### config.mk
export PLATFORM = sky130hd
export DESIGN_NAME = apb_req_arbiter
export DESIGN_NICKNAME = d
export VERILOG_FILES = /design/src/rtl/apb_req_arbiter.sv
export SDC_FILE = /design/constraint.sdc
export NUM_CORES = 1
export LEC_CHECK = 0
export BUFFER_PORTS_ARGS = -buffer_cell sky130_fd_sc_hd__buf_4
export CORE_MARGIN = 2
export CORE_UTILIZATION = 45
export DETAILED_ROUTE_END_ITERATION = 7
export PLACE_DENSITY = 0.83
export SYNTH_ARGS = -nofsm -noshare
export SYNTH_HDL_FRONTEND = slang
export SYNTH_SLANG_ARGS = --single-unit
### constraint.sdc
create_clock -name pclk -period 5.1 [get_ports pclk]
set_clock_uncertainty 0.05 [all_clocks]
set_input_delay 0.51 -clock pclk [delete_from_list [all_inputs] [get_ports pclk]]
set_output_delay 0.51 -clock pclk [all_outputs]
set_load 0.1 [all_outputs]
### src/rtl/apb_req_arbiter.sv
// apb_req_arbiter: round-robin arbiter that lets two internal clients share one
// APB slave. The block runs SETUP/ACCESS, waits for pready and aborts a stalled
// transfer after TIMEOUT ACCESS cycles. Every output comes from a flop.
module apb_req_arbiter #(
  parameter int AW      = 5,
  parameter int DW      = 32,
  parameter int TIMEOUT = 16,
  parameter int TW      = 8
) (
  input  logic          pclk,
  input  logic          reset,
  input  logic          m0_req,
  input  logic          m0_write,
  input  logic [AW-1:0] m0_addr,
  input  logic [DW-1:0] m0_wdata,
  output logic          m0_done,
  output logic [DW-1:0] m0_rdata,
  output logic          m0_err,
  input  logic          m1_req,
  input  logic          m1_write,
  input  logic [AW-1:0] m1_addr,
  input  logic [DW-1:0] m1_wdata,
  output logic          m1_done,
  output logic [DW-1:0] m1_rdata,
  output logic          m1_err,
  output logic [AW-1:0] paddr,
  output logic          pwrite,
  output logic          psel,
  output logic          penable,
  output logic [DW-1:0] pwdata,
  input  logic [DW-1:0] prdata,
  input  logic          pready,
  input  logic          pslverr,
  output logic          busy
);

  typedef enum logic [1:0] {IDLE, SETUP, ACCESS} state_t;

  typedef struct packed {
    logic          req;
    logic          write;
    logic [AW-1:0] addr;
    logic [DW-1:0] wdata;
  } creq_t;

  // Last counter value before abort; only meaningful when TIMEOUT != 0.
  localparam logic [TW-1:0] TO_LAST = TW'(TIMEOUT - 1);

  creq_t  [1:0]         cr;
  state_t               state, state_n;
  logic                 owner, owner_n;
  logic                 ptr, ptr_n;
  logic [TW-1:0]        cnt, cnt_n;
  logic [AW-1:0]        paddr_n;
  logic                 pwrite_n, psel_n, penable_n, busy_n;
  logic [DW-1:0]        pwdata_n;
  logic [1:0]           done_q, done_n;
  logic [1:0]           err_q, err_n;
  logic [1:0][DW-1:0]   rdata_q, rdata_n;
  logic                 sel;
  logic                 fin, fin_err;

  assign cr[0] = '{req: m0_req, write: m0_write, addr: m0_addr, wdata: m0_wdata};
  assign cr[1] = '{req: m1_req, write: m1_write, addr: m1_addr, wdata: m1_wdata};

  assign m0_done  = done_q[0];
  assign m1_done  = done_q[1];
  assign m0_err   = err_q[0];
  assign m1_err   = err_q[1];
  assign m0_rdata = rdata_q[0];
  assign m1_rdata = rdata_q[1];

  // Next-state and next-output decode; everything defaults to hold except done.
  always_comb begin
    state_n   = state;
    owner_n   = owner;
    ptr_n     = ptr;
    cnt_n     = cnt;
    paddr_n   = paddr;
    pwrite_n  = pwrite;
    pwdata_n  = pwdata;
    psel_n    = psel;
    penable_n = penable;
    done_n    = 2'b00;
    err_n     = err_q;
    rdata_n   = rdata_q;
    sel       = 1'b0;
    fin       = 1'b0;
    fin_err   = 1'b0;
    unique case (state)
      IDLE: begin
        psel_n    = 1'b0;
        penable_n = 1'b0;
        if (cr[0].req || cr[1].req) begin
          // Contention goes to the pointer; otherwise the lone requester wins.
          sel       = (cr[0].req && cr[1].req) ? ptr : cr[1].req;
          owner_n   = sel;
          paddr_n   = cr[sel].addr;
          pwrite_n  = cr[sel].write;
          pwdata_n  = cr[sel].wdata;
          psel_n    = 1'b1;
          state_n   = SETUP;
        end
      end
      SETUP: begin
        penable_n = 1'b1;
        cnt_n     = '0;
        state_n   = ACCESS;
      end
      ACCESS: begin
        if (pready) begin
          fin     = 1'b1;
          fin_err = pslverr;
          if (!pwrite) rdata_n[owner] = prdata;
        end else if ((TIMEOUT != 0) && (cnt == TO_LAST)) begin
          fin     = 1'b1;
          fin_err = 1'b1;
        end else begin
          cnt_n = cnt + 1'b1;
        end
        if (fin) begin
          psel_n        = 1'b0;
          penable_n     = 1'b0;
          done_n[owner] = 1'b1;
          err_n[owner]  = fin_err;
          ptr_n         = ~owner;
          state_n       = IDLE;
        end
      end
      default: state_n = IDLE;
    endcase
    busy_n = (state_n != IDLE);
  end

  // State and registered outputs; reset forces the bus idle immediately.
  always_ff @(posedge pclk or posedge reset) begin
    if (reset) begin
      state   <= IDLE;
      owner   <= 1'b0;
      ptr     <= 1'b0;
      cnt     <= '0;
      paddr   <= '0;
      pwrite  <= 1'b0;
      pwdata  <= '0;
      psel    <= 1'b0;
      penable <= 1'b0;
      busy    <= 1'b0;
      done_q  <= 2'b00;
      err_q   <= 2'b00;
      rdata_q <= '0;
    end else begin
      state   <= state_n;
      owner   <= owner_n;
      ptr     <= ptr_n;
      cnt     <= cnt_n;
      paddr   <= paddr_n;
      pwrite  <= pwrite_n;
      pwdata  <= pwdata_n;
      psel    <= psel_n;
      penable <= penable_n;
      busy    <= busy_n;
      done_q  <= done_n;
      err_q   <= err_n;
      rdata_q <= rdata_n;
    end
  end

endmodule

== Word level (Yosys, flattened, before mapping) ==
Index checks and enable logic that the tools add are counted.
Storage, ports and cells
  output and inout port bits: 109
  register bits after elaboration: 121
  word-level logic and storage cells: 66
  input bits: 114
Cells by class
  bitwise logic cells: 2
  equal/unequal tests: 6
  reduce and logical (&&, ||, !) cells: 14
  $lt $le $gt $ge: 3
  $add $sub $neg: 1
  muxes and demuxes: 26
Operators with widths (count)
  $mux 38: 2
  $bwmux 64: 1
  $demux 32 s1: 1
  $mux 32: 1
  $mux 8: 2
  $pmux 8 s2: 1
  $mux 1: 9
  $add 8x1->8 const B: 1
  $eq 8x4->1 const B: 1
  $mux 2: 4
  $reduce_and 2->1: 4
  $ne 2x2->1 const B: 3
  $pmux 2 s3: 1
  $reduce_and 3->1: 2
  $reduce_bool 2->1: 3
  $lt 1x2->1 const B: 2
  $pmux 1 s3: 1
  $reduce_bool 3->1: 1
  $bwmux 2: 1
  $eq 2x1->1 const B: 1
  $eq 2x2->1 const B: 1
  $logic_and 1x1->1: 2
  $logic_not 2->1: 1
  $not 1->1: 2
  4 further kinds: 4

== Longest topological paths before layout ==
Gate-level depths: netlist of the first run.
  depth in word-level cells: 7
  mapped depth: 6

== Worst setup path before layout of the first run ==
Ideal clock, no wire load.
  kind: reg2reg
  start point: reg pwrite
  end point: reg rdata_q, in the netlist m1_rdata[0]
  cell stages (with the launch flop): 5
  clock period less this slack: 1992 ps
  path buffers: 2
  setup time: 125 ps
  arrival: 1816 ps
  setup slack: 3108 ps
  cell sequence: dfrtp_1 > or3_1 > buf_2 > buf_6 > mux2_4
On the way
  cells in the longest elaborated chain, start to end: 2
Ends and longest elaborated chain
  start: declaration: line 27  | output logic pwrite,
  start signal: assignment: line 157  | pwrite <= pwrite_n;
  $not 1->1 (no source line)
  $reduce_and 3->1 (no source line)
  end signal: assignment: line 164  | rdata_q <= rdata_n;
  end: declaration: line 59  | logic [1:0][DW-1:0] rdata_q, rdata_n;
Every way passes these cells.
A chain may end at the register's enable or synchronous reset.

== Worst setup path after layout of the first run ==
  start point: reg state[0]
  end point: reg rdata_q, in the netlist m1_rdata[13]
On the way
  cells in the longest elaborated chain, start to end: 2
Ends and longest elaborated chain
  start: declaration: line 50  | state_t state, state_n;
  start signal: assignment: line 152  | state <= state_n;
  $eq 2x2->1: line 90  | unique case (state)
  $reduce_and 3->1 (no source line)
Every way passes these cells.

==> results.tsv, run 1 <==
stage	metric	value	unit
status	outcome	finished, final reports clean	
worst_setup_path	critPathRequiredTime	5.33	ns
route	wl	12800	µm
global_routing	grt_max_degree	67	
worst_setup_path	crit_chain	nand3b_4 > or3_2 > mux2_4	
clock_tree	cts-root-buf	clkbuf_16	
logic_synthesis	syn_nets	495	
sta	setup_viol	0	
worst_setup_path	crit_family	simple AND/OR/NAND/NOR gates	
layout	syn2layout_area_growth	45.8	%
sta	timing.final.crit_share	0.443	
worst_setup_path	ff2ff_setup_slack	2.84	ns
worst_setup_path	arrival	2.49	ns
placed_design	port_buffers	222	
logic_synthesis	synth.ff_latch_count	121	
sta	hold_viol_final	0	
route	ant_nets	0	
sta	max_slew_margin	0.299	
worst_setup_path	timing.rr.end	m1_rdata[13]	
logic_synthesis	ys_warn_count	0	
sta	fmax	442	MHz
route	drtIter0Drc	227	
sta	slew_viol_final	0	
die	start_util	0.466	
placed_design	routabilityCongestion	0.869	
global_routing	grt_usage	0.216	
placed_design	hpwl	9190	µm
worst_setup_path	cp_max_fo	32	
route	wl_per_cell	17.0	µm
route	num_vias	3859	
clock_tree	cts-htree-levels	4	
logic_synthesis	syn_inst	380	
die	ioPinCount	223	
die	die_area	12200	µm²
global_routing	grt_pass1_wl	21000	µm
layout	antennaDiodeCount	0	
worst_setup_path	cp_slowest_cell	or3_2	
worst_setup_path	cp.buffers_inverters	0	
clock_tree	cts_buffer_depth	2	
route	drc	0	
sta	finalSetupTns	0	ns
sta	fin_hold_ws	0.202	ns
sta	fin_crit	2.26	ns
clock_tree	cts_hold_buf	0	
logic_synthesis	yosysSeqAreaShare	0.594	
route	first_pass_iters	6	
clock_tree	post_cts_resized	0	
global_routing	grt-ovfl-total	0	
layout	final_nets	719	
clock_tree	cts.sinks	121	
worst_setup_path	r2r_cells	3	
worst_setup_path	startpoint_type	register	
logic_synthesis	synth_edf_count	0	
clock_tree	numCtsBuffers	17	
clock_tree	cts_tree	yes	
clock_tree	clk_pin_slew	0.05	ns
sta	grt_setup_unrepaired	false	
clock_tree	post_cts_buffers	0	
route	via_per_inst	5.11	
logic_synthesis	synth_cell_types	35	
die	fp.dieH	110	µm
clock_tree	clock_latency	0.40	ns
sta	worst_slew_pin_slew	1.05	ns
worst_setup_path	endpoint_kind	register	
logic_synthesis	ys.flop_type	dfrtp_1	
worst_setup_path	max_stage_delay	0.88	ns
die	num_rows	38	
hold_path	min_path_type	in -> async	
layout	drive_gt1_frac	0.532	
logic_synthesis	netlist_area	5100	µm²
flow_run	drv_cap	0	
worst_setup_path	r2r_start	state[0]	
logic_synthesis	syn_avg_cell_area	13.4	µm²
die	core	10900	µm²
global_routing	grt_pass1_vias	4090	
global_routing	antenna_found_initial	0	
worst_setup_path	critPathKind	reg -> reg	
die	die_w	110	µm
logic_synthesis	async_flop_share	1.00	
[worst reg2reg max path, cell delays in order, from the launching register on]
cell	delay, ns
dfrtp_1	0.48
nand3b_4	0.23
or3_2	0.88
mux2_4	0.50
[synth_stat cells (2+ instances only)]
cell      count  share of area
a211o_1       4         0.0069
a21oi_1      39          0.038
and3_1        3         0.0037
buf_2        11          0.011
buf_6         3         0.0066
clkbuf_1      6         0.0044
dfrtp_1     121           0.59
inv_1         4         0.0029
mux2_1        2         0.0044
mux2_2       33          0.073
mux2_4       30          0.088
mux2i_1      39          0.077
nand2_1       4         0.0029
nand2b_1      2         0.0025
nand3_1       6         0.0059
nand4_1       2         0.0025
nor2_1       42          0.031
nor3_1        4         0.0039
nor3_2        2         0.0039
nor3b_1       2         0.0029
o21ai_0       4         0.0039
o32a_1        2         0.0039
or3_1         2         0.0025
xor2_1        2         0.0034
[per-stage QoR]
stage | util | setup slack (ns) | area, µm² | cells
global route | 0.680 | 2.76 | 7440 | 755
global placement | 0.630 | 2.85 | 6880 | 725
floorplan | - | 1.33 | 5100 | 380
finish | 0.680 | 2.84 | 7440 | 755
CTS | 0.680 | 2.84 | 7440 | 755
detailed placement | 0.630 | 2.82 | 6880 | 725
[cells by family after synthesis]
kind of cell | count (synthesis) | share of synthesized area
xor gates and xnor gates | 2 | 0.00344
and+or+nand+nor | 74 | 0.0734
AOI/OAI and AO/OA | 53 | 0.0594
muxes | 104 | 0.242
adders and majority gates | 1 | 0.00245
buffers and inverters | 25 | 0.0255
DFF | 121 | 0.594
[flip-flops by register name, summed over array words and instances, names as in the netlist, 2 cells and up]
signal and cells:
err_q 2, done_q 2, state 2, pwdata 32
paddr 5, m1_rdata 32, m0_rdata 32, cnt 8
[layout by cell type (no fill, tap or decap), drive strengths merged]
cell / count
a21oi: 39
clkinv: 5
and3: 3
nand2: 4
nand4: 2
buf: 226
a21boi: 1
or3: 2
inv: 4
nor4: 1
o21ai: 5
a211o: 4
and4: 1
dfrtp: 121
o32a: 2
xor2: 2
nor2b: 1
o32ai: 1
nand3b: 1
ha: 1
clkinvlp: 1
nor3: 6
clkbuf: 24
nor3b: 3
nand3: 6
o21bai: 1
mux2i: 39
nand2b: 2
mux2: 65
nor2: 42
[worst max-delay path by stage]
| stage | start | cells past startpoint | slack (ns) | to |
|---|---|---|---|---|
| finish | state[0] | 3 | 2.84 | m1_rdata[13] |
| global route | state[0] | 3 | 2.76 | m1_rdata[13] |
| CTS | state[0] | 3 | 2.84 | m1_rdata[13] |
| detailed placement | pready | 4 | 2.82 | m1_rdata[13] |
| global placement | pready | 4 | 2.85 | m1_rdata[10] |
| floorplan | reset | 1 | 1.33 | busy |
[cell type report]
class	count	area, µm²
timing repair buffer	226	1700
inverter	4	17.5
multi-input combinational	234	1970
clock buffer	24	512
sequential	121	3030
tap	140	175
fill	784	3500
clock inverter	6	40.0
[per-layer routing]
| layer | up-vias | GRT usage | wire length, µm |
|---|---|---|---|
| met4 | 0 | 0.0775 | 245 |
| met3 | 19 | 0.0746 | 1020 |
| met5 | - | 0 | 0 |
| li1 | 1795 | - | - |
| met1 | 1863 | 0.269 | 5280 |
| met2 | 182 | 0.353 | 6260 |
Power of run 1 is not shown: default switching activity piles up to over one toggle a cycle in this logic, so the estimate is an artifact.
==> run 2: changes to the inputs <==
--- a/config.mk
+++ b/config.mk
@@ -5,9 +5,10 @@
 export SDC_FILE = /design/constraint.sdc
 export NUM_CORES = 1
 export LEC_CHECK = 0
+export ABC_AREA = 1
 export BUFFER_PORTS_ARGS = -buffer_cell sky130_fd_sc_hd__buf_4
 export CORE_MARGIN = 2
-export CORE_UTILIZATION = 45
+export CORE_UTILIZATION = 43
 export DETAILED_ROUTE_END_ITERATION = 7
 export PLACE_DENSITY = 0.83
 export SYNTH_ARGS = -nofsm -noshare
==> constraint.sdc (replaced) <==
create_clock -name pclk -period 1.97 [get_ports pclk]
set_clock_uncertainty 0.05 [all_clocks]
set_input_delay 0.197 -clock pclk [delete_from_list [all_inputs] [get_ports pclk]]
set_output_delay 0.197 -clock pclk [all_outputs]
set_load 0.1 [all_outputs]
==> results.tsv, run 2 <==
stage	metric	value	unit
logic_synthesis	async_flop_share	1.00	
layout	final_nets	912	
clock_tree	cts-htree-levels	4	
flow_run	drv_cap	0	
layout	drive_gt1_frac	0.378	
status	outcome	finished, final reports clean	
clock_tree	clk_pin_slew	0.06	ns
die	fp.dieH	114	µm
logic_synthesis	ys_warn_count	0	
route	drtIter0Drc	427	
logic_synthesis	synth.most_common_cell	nand2_1	
layout	antennaDiodeCount	0	
clock_tree	post_cts_resized	0	
clock_tree	numCtsBuffers	17	
route	drc	0	
logic_synthesis	synth_top_cells_by_count	nand2_1, dfrtp_1, o21ai_0, o21ai_1, inv_1	
sta	timing.final.crit_share	0.831	
logic_synthesis	syn_avg_cell_area	9.30	µm²
hold_path	hp-start	prdata[2]	
placed_design	hpwl	9260	µm
route	route.met3.wl	1180	µm
route	num_vias	4625	
global_routing	grt_max_degree	65	
logic_synthesis	synth_area_leaders	dfrtp_1, nand2_1, o21ai_2, o21ai_0, o21ai_1	
worst_setup_path	cp_max_fo	64	
worst_setup_path	cp_slowest_cell	buf_4	
sta	finalSetupTns	0	ns
logic_synthesis	yosysSeqAreaShare	0.583	
global_routing	grt_pass1_wl	22300	µm
route	via_per_inst	4.83	
die	ioPinCount	223	
logic_synthesis	synth_area_leader_cell	dfrtp_1	
global_routing	antenna_found_initial	0	
route	dr_wl_met2	6590	µm
layout	syn2layout_area_growth	48.0	%
clock_tree	post_cts_buffers	0	
logic_synthesis	syn_nets	673	
die	die_area	13000	µm²
route	dr.max_layer_used	met4	
worst_setup_path	crit_family	buffers and inverters	
clock_tree	clock_latency	0.40	ns
worst_setup_path	max_stage_delay	0.55	ns
worst_setup_path	startpoint_type	register	
route	wl	13700	µm
logic_synthesis	ys.flop_type	dfrtp_1	
logic_synthesis	syn_inst	558	
worst_setup_path	ff2ff_setup_slack	0.33	ns
global_routing	grt_pass1_vias	4728	
logic_synthesis	netlist_area	5190	µm²
die	core	11900	µm²
logic_synthesis	synth.ff_latch_count	121	
sta	fin_crit	1.64	ns
worst_setup_path	critPathRequiredTime	2.24	ns
worst_setup_path	crit_start	state[1]	
logic_synthesis	synth_cell_types	28	
clock_tree	cts_buffer_depth	2	
placed_design	port_buffers	222	
route	wl_per_cell	14.3	µm
die	die_w	114	µm
worst_setup_path	critPathKind	reg -> reg	
logic_synthesis	yosysTopAreaCellShare	0.583	
global_routing	grt_usage	0.216	
route	wl_met1	5640	µm
sta	worst_slew_pin_slew	0.726	ns
worst_setup_path	r2r_start	state[1]	
worst_setup_path	arrival	1.91	ns
sta	hold_viol_final	0	
route	ant_nets	0	
sta	fmax	611	MHz
sta	max_slew_margin	0.516	
worst_setup_path	cp.buffers_inverters	1	
worst_setup_path	endpoint_kind	register	
global_routing	grt-ovfl-total	0	
worst_setup_path	crit_chain	nand2_2 > nor3_4 > nand2_4 > buf_4 > nand2_1 > o21ai_1	
die	start_util	0.436	
sta	setup_viol	0	
placed_design	routabilityCongestion	0.772	
die	num_rows	40	
clock_tree	cts.sinks	121	
logic_synthesis	synth_edf_count	0	
hold_path	min_path_type	in -> reg	
route	first_pass_iters	4	
layout	final_cell_mix	buf_4, nand2_1, dfrtp_1	
clock_tree	cts-root-buf	clkbuf_16	
clock_tree	cts_tree	yes	
sta	grt_setup_unrepaired	false	
layout	final_common_cell	buf_4	
sta	slew_viol_final	0	
==> run 2: cell types whose count changed in the layout (fill, tap and decap cells not counted), sizes merged, moves of 5 or more <==
cell | before | now
nand3 | 6 | 17
nor2 | 42 | 47
clkbuf | 24 | 19
o21ai | 5 | 142
a21oi | 39 | 1
dlygate4sd3 | 0 | 19
mux2i | 39 | 0
nand2 | 4 | 142
nor3 | 6 | 1
inv | 4 | 50
mux2 | 65 | 0
==> run 2: area by class of cell <==
class | count | area (µm²)
multi-input combinational | 360 | 1780
inverter | 48 | 184
fill | 964 | 4230
clock buffer | 19 | 453
clock inverter | 13 | 119
timing repair buffer | 249 | 1940
tap | 147 | 184
sequential | 121 | 3030
==> run 2: logic make-up (layout without fill, tap and decap cells) <==
kind of cell             count (synthesis)  count (layout)  synth area share
AND/OR/NAND/NOR                        211             211             0.168
AO/OA/AOI/OAI                          144             144             0.165
flip-flops                             121             121             0.583
buffers and inverters                   77             329            0.0747
XOR/XNOR                                 4               4           0.00675
adder cells (fa/ha/maj)                  1               1           0.00241
==> run 2: worst min-delay path: stages <==
cell,delay (ns)
buf_4,0.08
inv_1,0.04
o21ai_2,0.11
==> run 2: metal layers <==
metal | vias to the layer above | track usage
met2 | 197 | 0.353
met4 | 0 | 0.0780
met3 | 18 | 0.0707
met5 | - | 0
met1 | 2138 | 0.271
li1 | 2272 | -
==> run 2: what timing repair did <==
item	4_1_cts	5_1_grt
hold endpoints to repair	139	0
setup endpoints to repair	0	0
hold buffers	19	0
==> run 2: worst paths after layout <==
kind                       cells past startpoint      endpoint
max                                            6   m0_rdata[3]
min reg2reg                                    2  m1_rdata[27]
max reg2reg                                    6   m0_rdata[3]
max in group asynchronous                      4  m0_rdata[22]
min in group asynchronous                      4    pwdata[16]
min                                            3   m0_rdata[2]
==> run 2: stage by stage <==
stage	setup slack, ns	hold WS (ns)	instances	area [µm²]	util
after floorplan	0.205	0.297	558	5190	-
after global placement	0.432	0.298	906	6920	0.581
after detailed placement	0.341	0.302	906	6920	0.581
after CTS	0.339	0.00125	957	7680	0.645
after global routing	0.182	0.00822	957	7680	0.645
final	0.333	0.0179	957	7680	0.645
Power of run 2 is left out for the same reason.
==> run 3: changes to the inputs <==
--- a/config.mk
+++ b/config.mk
@@ -5,10 +5,10 @@
 export SDC_FILE = /design/constraint.sdc
 export NUM_CORES = 1
 export LEC_CHECK = 0
-export ABC_AREA = 1
+export ABC_AREA = 0
 export BUFFER_PORTS_ARGS = -buffer_cell sky130_fd_sc_hd__buf_4
 export CORE_MARGIN = 2
-export CORE_UTILIZATION = 43
+export CORE_UTILIZATION = 45
 export DETAILED_ROUTE_END_ITERATION = 7
 export PLACE_DENSITY = 0.83
 export SYNTH_ARGS = -nofsm -noshare
==> constraint.sdc (replaced) <==
create_clock -name pclk -period 1.6 [get_ports pclk]
set_clock_uncertainty 0.05 [all_clocks]
set_input_delay 0.16 -clock pclk [delete_from_list [all_inputs] [get_ports pclk]]
set_output_delay 0.16 -clock pclk [all_outputs]
set_load 0.1 [all_outputs]
==> results.tsv, run 3 (synthesis gave the netlist of run 1 again) <==
stage	metric	value	unit
route	ant_nets	0	
sta	max_slew_margin	0.631	
layout	syn2layout_area_growth	71.3	%
sta	worst_slew_pin_slew	0.552	ns
die	die_w	110	µm
route	wl_per_cell	21.5	µm
route	num_vias	4588	
global_routing	grt-ovfl-total	0	
clock_tree	cts_tree	yes	
worst_setup_path	cp_max_fo	8	
sta	timing.final.crit_share	1.04	
worst_setup_path	critPathKind	reg -> reg	
route	drtIter0Drc	286	
clock_tree	numCtsBuffers	17	
global_routing	antenna_found_initial	0	
sta	slew_viol_final	0	
die	fp.dieH	110	µm
route	wl	18300	µm
sta	hold_viol_final	0	
clock_tree	clock_latency	0.41	ns
flow_run	drv_cap	0	
global_routing	grt_pass1_vias	4760	
layout	final_cell_mix	buf_4, dfrtp_1, mux2_4	
layout	antennaDiodeCount	0	
sta	fin_crit	1.67	ns
status	violations	negative setup slack	
die	core	10900	µm²
hold_path	min_path_type	in -> reg	
clock_tree	cts_buffer_depth	2	
placed_design	routabilityCongestion	0.861	
layout	drive_gt1_frac	0.541	
clock_tree	cts-root-buf	clkbuf_16	
status	outcome	complete, but fails checks	
die	start_util	0.466	
clock_tree	cts.sinks	121	
global_routing	grt_max_degree	58	
clock_tree	clk_pin_slew	0.06	ns
sta	fmax	599	MHz
placed_design	preCtsSetupSlack	-0.128	ns
die	ioPinCount	223	
worst_setup_path	critPathRequiredTime	1.85	ns
die	die_area	12200	µm²
worst_setup_path	startpoint_type	register	
sta	fin_hold_ws	0.00618	ns
global_routing	grt_pass1_wl	26500	µm
sta	grt_setup_unrepaired	true	
layout	final_common_cell	buf_4	
sta	setup_viol	60	
global_routing	grt_usage	0.276	
layout	final_util	0.799	
route	via_per_inst	5.38	
clock_tree	cts-htree-levels	4	
die	num_rows	38	
route	first_pass_iters	4	
placed_design	hpwl	9820	µm
worst_setup_path	arrival	1.92	ns
sta	fin_ws	-0.0706	ns
worst_setup_path	endpoint_kind	register	
placed_design	port_buffers	222	
route	drc	0	
layout	final_nets	815	
## run 3: path summary, 6_finish.rpt
kind | startpoint | end | slack [ns] | depth (start not counted)
min reg2reg | err_q[0] | err_q[0] | 0.46 | 1
max | state[0] | m0_rdata[6] | -0.07 | 6
max in group asynchronous | reset | pwrite | 0.56 | 4
min in group asynchronous | reset | m0_rdata[12] | 0.31 | 3
max reg2reg | state[0] | m0_rdata[6] | -0.07 | 6
min | m1_wdata[7] | pwdata[7] | 0.006 | 3
## run 3: per-stage QoR
stage          area (µm²)  std cells  TNS, ns
2_1_floorplan        5150        380   -16.15
3_3_place_gp         7190        754    -3.04
3_5_place_dp         7190        754    -5.17
4_1_cts              8450        843    -1.04
5_1_grt              8740        853    -4.98
6_report             8740        853    -2.28
## run 3: layout make-up
cell class	instances	area, µm²
Inverter	4	18.8
Clock buffer	18	439
Sequential cell	121	3030
Multi-Input combinational cell	234	2140
Tap cell	140	175
Timing Repair Buffer	322	2780
Clock inverter	14	149
Fill cell	604	2200
## run 3: timing repair
action | in CTS | in global routing
cloned | 2 | 5
buffers inserted | 1 | 5
endpoints found under the setup margin | 68 | 78
pin swaps | 5 | 9
endpoints found under the hold margin | 97 | 0
gates resized for setup | 17 | 30
hold buffers | 54 | 0
## run 3: metal layers
| layer | wire length [µm] | track usage | vias up | part of all wire |
|---|---|---|---|---|
| li1 | - | - | 1992 | - |
| met1 | 6740 | 0.322 | 2280 | 0.37 |
| met2 | 9700 | 0.488 | 275 | 0.53 |
| met3 | 1350 | 0.0867 | 41 | 0.074 |
| met4 | 529 | 0.0850 | 0 | 0.029 |
| met5 | 0 | 0 | - | 0 |
## run 3: critical path, cell delays in order (launching register included)
cell       delay (ns)
dfrtp_1          0.39
nand3b_4         0.16
buf_6            0.13
nor3_4           0.15
buf_12           0.16
clkbuf_16        0.18
mux2_4           0.34
Power of run 3 is left out for the same reason.
